### src/rtl/inst_fetch_pkg.sv
// rtl/inst_fetch_pkg.sv - shared core constants and fetch FSM state type
package inst_fetch_pkg;

    localparam int XLEN = 32;

    localparam logic [XLEN-1:0] NOP = 32'h0000_0013;

    localparam logic ENABLE  = 1'b1;
    localparam logic DISABLE = 1'b0;
    localparam logic DATA_0  = 1'b0;
    localparam logic DATA_1  = 1'b1;

    typedef enum logic [1:0] {
        ST_REQ  = 2'd0,
        ST_WAIT = 2'd1,
        ST_HOLD = 2'd2,
        ST_ERR  = 2'd3
    } fetch_state_e;

endpackage

### src/rtl/inst_fetch_if.sv
// rtl/inst_fetch_if.sv - instruction memory request/response bundle
interface inst_fetch_if;
    import inst_fetch_pkg::*;

    logic            imem_req_o;
    logic [XLEN-1:0] imem_addr_o;
    logic            imem_rvalid_i;
    logic [XLEN-1:0] imem_rdata_i;

    modport master (
        output imem_req_o,
        output imem_addr_o,
        input  imem_rvalid_i,
        input  imem_rdata_i
    );

    modport slave (
        input  imem_req_o,
        input  imem_addr_o,
        output imem_rvalid_i,
        output imem_rdata_i
    );

endinterface

### src/rtl/inst_fetch_pc.sv
// rtl/inst_fetch_pc.sv - program counter, +4 adder, target mux and alignment check
module inst_fetch_pc
    import inst_fetch_pkg::*;
#(
    parameter logic [XLEN-1:0] RESET_PC = 32'h0000_0000
) (
    input  logic            clk_i,
    input  logic            rst_i,
    input  logic            pc_load_i,
    input  logic            pcmux_sel_i,
    input  logic [XLEN-1:0] alu_data_i,
    output logic [XLEN-1:0] pc_o,
    output logic [XLEN-1:0] pc_four_o,
    output logic            target_ok_o
);

    logic [XLEN-1:0] pc_q;
    logic [XLEN-1:0] pc_d;
    logic [XLEN-1:0] target;

    assign pc_o      = pc_q;
    assign pc_four_o = pc_q + XLEN'(4);

    // JALR semantics: jump targets always have bit 0 cleared before the alignment test
    always_comb begin
        target = pc_four_o;
        case (pcmux_sel_i)
            DATA_0:  target = pc_four_o;
            DATA_1:  target = alu_data_i & ~XLEN'(1);
            default: target = pc_four_o;
        endcase
    end

    assign target_ok_o = (target[1:0] == 2'b00);

    always_comb begin
        pc_d = pc_q;
        if (pc_load_i) begin
            pc_d = target;
        end
    end

    always_ff @(posedge clk_i or posedge rst_i) begin
        if (rst_i) begin
            pc_q <= RESET_PC;
        end else begin
            pc_q <= pc_d;
        end
    end

endmodule

### src/rtl/inst_fetch.sv
// rtl/inst_fetch.sv - instruction fetch unit: fetch FSM, instruction register, instret counter
module inst_fetch
    import inst_fetch_pkg::*;
#(
    parameter logic [XLEN-1:0] RESET_PC      = 32'h0000_0000,
    parameter logic [XLEN-1:0] RESET_INSTRET = 32'h0000_0000
) (
    input  logic            clk_i,
    input  logic            rst_i,
    inst_fetch_if.master    imem,
    input  logic            pc_en_i,
    input  logic            pcmux_sel_i,
    input  logic [XLEN-1:0] alu_data_i,
    output logic [XLEN-1:0] inst_o,
    output logic            inst_valid_o,
    output logic [XLEN-1:0] pc_o,
    output logic [XLEN-1:0] pc_four_o,
    output logic            misalign_o,
    output logic [XLEN-1:0] instret_o
);

    fetch_state_e    state_q;
    fetch_state_e    state_d;
    logic [XLEN-1:0] inst_q;
    logic [XLEN-1:0] inst_d;
    logic [XLEN-1:0] instret_q;
    logic [XLEN-1:0] instret_d;
    logic            inst_valid_q;
    logic            inst_valid_d;
    logic            misalign_q;
    logic            misalign_d;
    logic            commit;
    logic            target_ok;
    logic            pc_load;

    inst_fetch_pc #(
        .RESET_PC (RESET_PC)
    ) u_pc (
        .clk_i       (clk_i),
        .rst_i       (rst_i),
        .pc_load_i   (pc_load),
        .pcmux_sel_i (pcmux_sel_i),
        .alu_data_i  (alu_data_i),
        .pc_o        (pc_o),
        .pc_four_o   (pc_four_o),
        .target_ok_o (target_ok)
    );

    assign commit  = (state_q == ST_HOLD) && (pc_en_i == ENABLE);
    assign pc_load = commit && target_ok;

    always_ff @(posedge clk_i or posedge rst_i) begin
        if (rst_i) begin
            state_q <= ST_REQ;
        end else begin
            state_q <= state_d;
        end
    end

    always_comb begin
        state_d = state_q;
        case (state_q)
            ST_REQ:  state_d = ST_WAIT;
            ST_WAIT: if (imem.imem_rvalid_i) state_d = ST_HOLD;
            ST_HOLD: if (commit) state_d = target_ok ? ST_REQ : ST_ERR;
            ST_ERR:  state_d = ST_ERR;
            default: state_d = ST_ERR;
        endcase
    end

    // Reset state is ST_REQ, so the request is masked while rst_i is held
    always_comb begin
        imem.imem_req_o = DISABLE;
        if ((state_q == ST_REQ) && !rst_i) begin
            imem.imem_req_o = ENABLE;
        end
    end

    assign imem.imem_addr_o = pc_o;

    always_comb begin
        inst_d       = inst_q;
        inst_valid_d = inst_valid_q;
        misalign_d   = misalign_q;
        instret_d    = instret_q;
        if ((state_q == ST_WAIT) && imem.imem_rvalid_i) begin
            inst_d       = imem.imem_rdata_i;
            inst_valid_d = 1'b1;
        end
        if (commit) begin
            inst_valid_d = 1'b0;
            if (target_ok) begin
                instret_d = instret_q + XLEN'(1);
            end else begin
                misalign_d = 1'b1;
            end
        end
    end

    always_ff @(posedge clk_i or posedge rst_i) begin
        if (rst_i) begin
            inst_q       <= NOP;
            inst_valid_q <= 1'b0;
            misalign_q   <= 1'b0;
            instret_q    <= RESET_INSTRET;
        end else begin
            inst_q       <= inst_d;
            inst_valid_q <= inst_valid_d;
            misalign_q   <= misalign_d;
            instret_q    <= instret_d;
        end
    end

    assign inst_o       = inst_q;
    assign inst_valid_o = inst_valid_q;
    assign misalign_o   = misalign_q;
    assign instret_o    = instret_q;

endmodule

### src/flat_wrapper.sv
// flat-port wrapper written by rule: the top's interface ports become plain ports
module inst_fetch_flat import inst_fetch_pkg::*;
#(
    parameter logic [XLEN-1:0] RESET_PC      = 32'h0000_0000,
    parameter logic [XLEN-1:0] RESET_INSTRET = 32'h0000_0000
)
  (clk_i, rst_i, pc_en_i, pcmux_sel_i, alu_data_i, inst_o, inst_valid_o, pc_o, pc_four_o, misalign_o, instret_o, imem_imem_req_o, imem_imem_addr_o, imem_imem_rvalid_i, imem_imem_rdata_i);
  inst_fetch_if imem_i ();
  input  logic clk_i;
  input  logic rst_i;
  input  logic pc_en_i;
  input  logic pcmux_sel_i;
  input  logic [XLEN-1:0] alu_data_i;
  output logic [XLEN-1:0] inst_o;
  output logic inst_valid_o;
  output logic [XLEN-1:0] pc_o;
  output logic [XLEN-1:0] pc_four_o;
  output logic misalign_o;
  output logic [XLEN-1:0] instret_o;
  output wire logic [$bits(imem_i.imem_req_o)-1:0] imem_imem_req_o;
  output wire logic [$bits(imem_i.imem_addr_o)-1:0] imem_imem_addr_o;
  input wire logic [$bits(imem_i.imem_rvalid_i)-1:0] imem_imem_rvalid_i;
  input wire logic [$bits(imem_i.imem_rdata_i)-1:0] imem_imem_rdata_i;
  assign imem_imem_req_o = imem_i.imem_req_o;
  assign imem_imem_addr_o = imem_i.imem_addr_o;
  assign imem_i.imem_rvalid_i = imem_imem_rvalid_i;
  assign imem_i.imem_rdata_i = imem_imem_rdata_i;
  inst_fetch #(.RESET_PC(RESET_PC), .RESET_INSTRET(RESET_INSTRET)) u_core (.clk_i(clk_i), .rst_i(rst_i), .imem(imem_i), .pc_en_i(pc_en_i), .pcmux_sel_i(pcmux_sel_i), .alu_data_i(alu_data_i), .inst_o(inst_o), .inst_valid_o(inst_valid_o), .pc_o(pc_o), .pc_four_o(pc_four_o), .misalign_o(misalign_o), .instret_o(instret_o));
endmodule
### config.mk
export PLATFORM = sky130hd
export DESIGN_NAME = inst_fetch_flat
export DESIGN_NICKNAME = d
export VERILOG_FILES = /design/src/rtl/inst_fetch_pkg.sv /design/src/rtl/inst_fetch_if.sv /design/src/rtl/inst_fetch_pc.sv /design/src/rtl/inst_fetch.sv /design/src/flat_wrapper.sv
export SDC_FILE = /design/constraint.sdc
export NUM_CORES = 1
export LEC_CHECK = 0
export BUFFER_PORTS_ARGS = -buffer_cell sky130_fd_sc_hd__buf_2
export CAP_MARGIN = 25
export CORE_ASPECT_RATIO = 0.9
export CORE_UTILIZATION = 33
export CTS_CLUSTER_DIAMETER = 30
export DETAILED_ROUTE_END_ITERATION = 6
export HOLD_SLACK_MARGIN = 0.06
export PLACE_DENSITY = 0.6
export SYNTH_ARGS = -nofsm -noshare
export SYNTH_HDL_FRONTEND = slang
export SYNTH_HIERARCHICAL = 1
export SYNTH_SLANG_ARGS = --single-unit
### constraint.sdc
create_clock -name clk_i -period 3.76 [get_ports clk_i]
set_input_delay 0 -clock clk_i [delete_from_list [all_inputs] [get_ports clk_i]]
set_output_delay 0 -clock clk_i [all_outputs]
set_load 0.005 [all_outputs]
==> results of run 1 <==
per-layer routing:
metal  global-route usage [%]  vias to the layer above  wire [um]
li1                         -                     2480          -
met3                     4.14                       28        905
met1                     24.6                     2466       7080
met4                     5.75                        0        324
met2                     30.2                      181       7600
met5                        0                        -          0
flip-flops by register name (all words and copies together) (netlist names):
| register | count |
|---|---|
| u_core/inst_valid_o | 1 |
| u_core/misalign_o | 1 |
| u_core/instret_o | 32 |
| u_core/inst_o | 32 |
| u_core/u_pc/pc_o | 32 |
| u_core/state_q | 2 |
worst register-to-register path: stages, from the launching register on:
cell           delay, ns
dfrtp_1             0.53
ha_1                0.33
nand4_1             0.35
nor2_1              0.67
and2_1              0.28
o311ai_0            0.11
dlygate4sd3_1       0.57
final cells by class:
class / count / area (um2)
clock inverters: 6 / 57.6
multi-input cells: 377 / 2590
well taps: 207 / 259
repair buffers: 305 / 1890
inverters: 19 / 71.3
fillers: 1581 / 8730
flip-flops and latches: 100 / 2510
clock buffers: 10 / 239
logic make-up (layout without fill, tap and decap cells):
family,Yosys count,in the layout
AOI/OAI and AO/OA,80,80
xor gates and xnor gates,58,58
adders and majority gates,2,2
buffers and inverters,84,340
DFF,100,100
muxes,34,34
and+or+nand+nor,203,203
what timing repair did:
action	CTS	global route
hold buffers	67	0
setup buffers	0	0
endpoints found under the setup margin	0	0
hold endpoints to repair	140	0
report_power, final:
group,switching (mW),internal (mW),total (mW)
Combinational,0.679,0.805,1.48
Sequential,0.383,1.39,1.78
Clock,0.434,0.479,0.912
path summary, 6_finish.rpt:
kind,cells after the start,slack [ns],to
max reg2reg,6,0.80,u_core/u_pc/pc_o[20]
min,4,0.14,u_core/u_pc/pc_o[22]
min reg2reg,1,0.47,u_core/misalign_o
min in group asynchronous,3,0.22,u_core/state_q[0]
max,6,0.80,u_core/u_pc/pc_o[20]
max in group asynchronous,4,2.90,u_core/instret_o[16]
Yosys cell counts, types with 5 or more instances:
cell / n / area share, %
and3_1: 17 / 1.9
a2bb2oi_1: 6 / 0.94
nor2_1: 33 / 2.2
a22o_1: 12 / 1.9
and4_1: 8 / 1.3
nor3_1: 17 / 1.5
a21oi_1: 15 / 1.3
mux2_2: 33 / 6.6
xnor2_1: 38 / 6.0
inv_1: 18 / 1.2
and2_1: 5 / 0.56
nor2b_1: 6 / 0.67
nand3b_1: 5 / 0.67
xor2_1: 20 / 3.1
dfrtp_1: 97 / 43
nand2_1: 35 / 2.4
buf_4: 39 / 5.2
nand4_1: 22 / 2.5
nor4_1: 7 / 0.78
nand3_1: 32 / 2.9
a311oi_1: 5 / 0.78
clkbuf_1: 20 / 1.3
o311ai_0: 5 / 0.78
o21ai_0: 16 / 1.4
placed cells by master, fill, tap and decap left out, drive strengths merged, types with 4 or more instances in the layout:
cell type	synthesis	routed
buf	44	238
dfrtp	97	97
dlygate4sd3	0	67
xnor2	38	38
nand2	36	36
nand3	34	34
nor2	33	33
mux2	33	33
nand4	23	23
xor2	20	20
inv	18	20
nor3	18	18
and3	17	17
o21ai	16	16
a21oi	15	15
a22o	12	12
clkbuf	21	10
and4	8	8
nor4	8	8
nor2b	6	6
a2bb2oi	6	6
nand3b	5	5
and2	5	5
o311ai	5	5
a311oi	5	5
or4	4	4
a31oi	4	4
==> flow_metrics.tcl, run 1 <==
set metrics [dict create \
    htreeDepth 3 \
    synth.distinct_cells 52 \
    grt_pass1_wl_um 25500 \
    insertedDiodeCount 0 \
    gp_congestion 0.846 \
    setup_viol 0 \
    fin_cells 1024 \
    critPathSlowestCell "nor2_1" \
    synthCells 561 \
    arrival_ns 3.19 \
    routed_wl_um 15900 \
    cap_violations 0 \
    initial_core_util_pct 34.2 \
    power_mw 4.17 \
    die_y_um 125 \
    fin_crit_ns 2.96 \
    max_freq_mhz 338 \
    wl_per_cell_um 15.5 \
    clk_latency_ns 0.35 \
    synth-simple-area-share_pct 20.0 \
    cts-root-buf "clkbuf_16" \
    synth-compound-area-share_pct 10.0 \
    placed_cell_area_um2 6630 \
    slew_violations 0 \
    io_pins 232 \
    whs_ns 0.143 \
    synth_edf_count 0 \
    skew_ns 0.00894 \
    critPathMaxStageDelay_ns 0.67 \
    synth_mux_area_share_pct 6.83 \
    synthArstFlopShare_pct 100 \
    fin_area_um2 7620 \
    power_leakage_nw 3.63 \
    reg2reg_from "u_core/u_pc/pc_o[2]" \
    layout-drive-gt1-share_pct 36.7 \
    syn_avg_cell_area_um2 9.96 \
    grt_pass1_vias 4803 \
    hpwlAfterDp_um 11100 \
    core_area_um2 16400 \
    cts_tree "done" \
    clock_path_buffers 2 \
    slew_headroom_pct 28.2 \
    vias_per_cell 5.03 \
    numPortBuffers 230 \
    antenna_found_initial 0 \
    rsz0062_at_grt "false" \
    violations "DRC" \
    peakVddDrop_mv 0.338 \
    synth_seq_cells 100 \
    cp_max_fo 10 \
    post-route-util_pct 46.6 \
    detail-route-antenna-nets 0 \
    place_ws_ns 1.10 \
    cp-startpoint "u_core/u_pc/pc_o[2]" \
    seq_area_frac_synth_pct 44.8 \
    dr.pass1.iters 7 \
    worstMarginPinSlew_ns 1.07 \
    die-area_um2 17500 \
    worst_setup_path_end_kind "register" \
    crit_path_start_kind "register" \
    critPathKind "register to register" \
    drc 11 \
    synth_fa_ha_area_share_pct 0.448 \
    synth_top_family_by_area "simple AND/OR/NAND/NOR gates" \
    grt_usage_pct 18.6 \
    ctsResizeCount 0 \
    hp-class "input port to register" \
    cts.sinks 100 \
    rows 44 \
    path_buf_inv 1 \
    dp_cells 940 \
    drt_iter0_drc 337 \
    status "complete, but fails checks" \
    die_w_um 139 \
    syn_nets 632 \
    syn_area_um2 5590 \
    grt_max_degree 55 \
    hold_viol 0 \
    vias 5155 \
    ys.warnings.count 6 \
    post-route-period-util_pct 78.7 \
    cts_made_buffers 9 \
    final_nets 883 \
    clk_pin_slew_worst_paths_ns 0.07 \
    setup_ws_ns 0.800 \
    syn2layout_area_growth_pct 36.4 \
    fin_setup_tns_ns 0 \
    synth-xor-area-share_pct 9.09 \
    worst_ep_required_time_ns 3.99 \
    grt-ovfl-total 0 \
    hold_start "pcmux_sel_i" \
    power.density_nw_per_um2 548 \
    synth_ff_type "dfrtp_1" \
    cpLargestDelayFamily "simple AND/OR/NAND/NOR gates" \
    critical_path.cell_chain "ha_1, nand4_1, nor2_1, and2_1, o311ai_0, dlygate4sd3_1" \
]
Power figures use the tool's default switching activity.
==> run 2: changes to the inputs <==
- clock period: 3.76 -> 3 ns (I/O delays scaled with it)
==> run 2 against run 1 <==
Effect of this change:
- the flow still finishes with violations (DRC)
- die area stayed put
- largest cell class unchanged
- worst setup slack worse by 0.37 ns
- sequential share of layout area is 0.11 points lower
- combinational power is 26% higher
- flip-flop and latch count stayed put
- first-iteration DRC count is 5.6% lower
- clock skew is 0.0015 ns higher
- total power is 26% higher
- clock power is 29% higher
- count of clock-buffer cells in the layout stayed put
- wire length is 1.4% higher
- critical path depth is 1 lower
==> flow_metrics.tcl, run 2 (synthesis results as in run 1) <==
set metrics [dict create \
    status "complete, but fails checks" \
    violations "DRC" \
    insertedDiodeCount 0 \
    vias_per_cell 4.98 \
    clk_pin_slew_worst_paths_ns 0.07 \
    vias 5110 \
    worst_setup_path_end_kind "primary output" \
    grt_usage_pct 18.7 \
    skew_ns 0.0105 \
    routed_wl_um 16100 \
    hold_viol 0 \
    hpwlAfterDp_um 11200 \
    final_nets 886 \
    swShare_pct 35.2 \
    p_int_mw 3.42 \
    crit_path_start_kind "register" \
    peakVddDrop_mv 0.418 \
    layout_common_cells "buf_2 (230), dfrtp_1 (97), dlygate4sd3_1 (66)" \
    critPathKind "register to primary output" \
    power_leakage_nw 3.65 \
    wl_per_cell_um 15.7 \
    cts-root-buf "clkbuf_16" \
    post-route-util_pct 46.8 \
    syn2layout_area_growth_pct 36.8 \
    htreeDepth 3 \
    cap_violations 0 \
    die-area_um2 17500 \
    cts_made_buffers 9 \
    ff2ff_setup_slack_ns 0.48 \
    grt_max_degree 56 \
    post-route-period-util_pct 85.7 \
    critical_path.cell_chain "ha_1, nand4_1, or4_1, xnor2_1, buf_2" \
    die_w_um 139 \
    clock_path_buffers 2 \
    placed_cell_area_um2 6680 \
    hp-class "input port to register" \
    setup_ws_ns 0.429 \
    worst_ep_required_time_ns 3.00 \
    combPwrFrac_pct 35.5 \
    p_sw_mw 1.86 \
    drc 12 \
    seqPwrFrac_pct 42.1 \
    initial_core_util_pct 34.2 \
    fin_area_um2 7650 \
    cts_setup_buffers 0 \
    drt_iter0_drc 318 \
    power_mw 5.27 \
    dr.pass1.iters 7 \
    grt-ovfl-total 0 \
    grt_pass1_wl_um 25700 \
    fin_crit_ns 2.57 \
    cts.sinks 100 \
    arrival_ns 2.57 \
    die_y_um 125 \
    slew_headroom_pct 52.5 \
    detail-route-antenna-nets 0 \
    rsz0062_at_grt "false" \
    slew_violations 0 \
    clk_latency_ns 0.35 \
    place_ws_ns 0.519 \
    numPortBuffers 230 \
    io_pins 232 \
    cp_max_fo 8 \
    fin_setup_tns_ns 0 \
    rows 44 \
    power.density_nw_per_um2 690 \
    layout_commonest_cell "buf_2" \
    clkPwrFrac_pct 22.4 \
    core_area_um2 16400 \
    setup_viol 0 \
    gp_congestion 0.832 \
    max_freq_mhz 389 \
    grt_pass1_vias 4734 \
    critPathMaxStageDelay_ns 0.70 \
    critPathSlowestCell "or4_1" \
    antenna_found_initial 0 \
    cts_tree "done" \
    worstMarginPinSlew_ns 0.706 \
    layout-drive-gt1-share_pct 37.0 \
]
run 2: through the flow:
step,std cells,hold WS (ns)
final,1027,0.145
after global routing,1027,0.236
after CTS,1027,0.139
after detailed placement,945,0.121
after global placement,945,0.120
after floorplan,561,0.0300
run 2: metal layers:
| metal | track usage, % | part of all wire [%] | up-vias |
|---|---|---|---|
| met5 | 0 | 0 | - |
| met4 | 7.32 | 2.4 | 0 |
| met3 | 3.64 | 5.4 | 31 |
| met2 | 30.7 | 49 | 166 |
| met1 | 24.5 | 43 | 2429 |
| li1 | - | - | 2484 |
run 2: cell type report:
type / instances / area, um2
inverters: 19 / 71.3
repair buffers: 308 / 1910
clock inverters: 6 / 73.8
clock buffers: 10 / 229
multi-input cells: 377 / 2590
well taps: 207 / 259
fillers: 1560 / 8700
flip-flops and latches: 100 / 2510
run 2: what timing repair did:
item                                   CTS  global route
endpoints found under the hold margin  125             0
hold buffers                            66             0
resized for setup                        0             0
run 2: power by group through the flow:
stage	sequential [mW]	clock, mW	combinational [mW]
3_5_place_dp	2.24	0	1.80
2_1_floorplan	2.12	0	1.17
5_1_grt	2.29	1.28	2.04
3_3_place_gp	2.23	0	1.79
4_1_cts	2.22	1.23	1.88
6_report	2.22	1.18	1.87
run 2: worst paths after layout:
check                                     start                    to  cells past startpoint
hold reg to reg            u_core/instret_o[31]  u_core/instret_o[31]                      1
setup reg to reg            u_core/u_pc/pc_o[1]  u_core/instret_o[29]                      7
hold / removal                      pcmux_sel_i     u_core/state_q[1]                      4
max in group asynchronous                 rst_i      u_core/inst_o[1]                      4
min in group asynchronous                 rst_i     u_core/inst_o[11]                      3
setup / recovery            u_core/u_pc/pc_o[2]         pc_four_o[14]                      5
run 2: worst max-delay path, delay by kind of cell (launching register included):
kind / cells / cell delay [ns]
flops: 1 / 0.52
simple gates: 2 / 1.09
fa+ha+maj: 1 / 0.33
xor+xnor: 1 / 0.16
buf+inv: 1 / 0.13
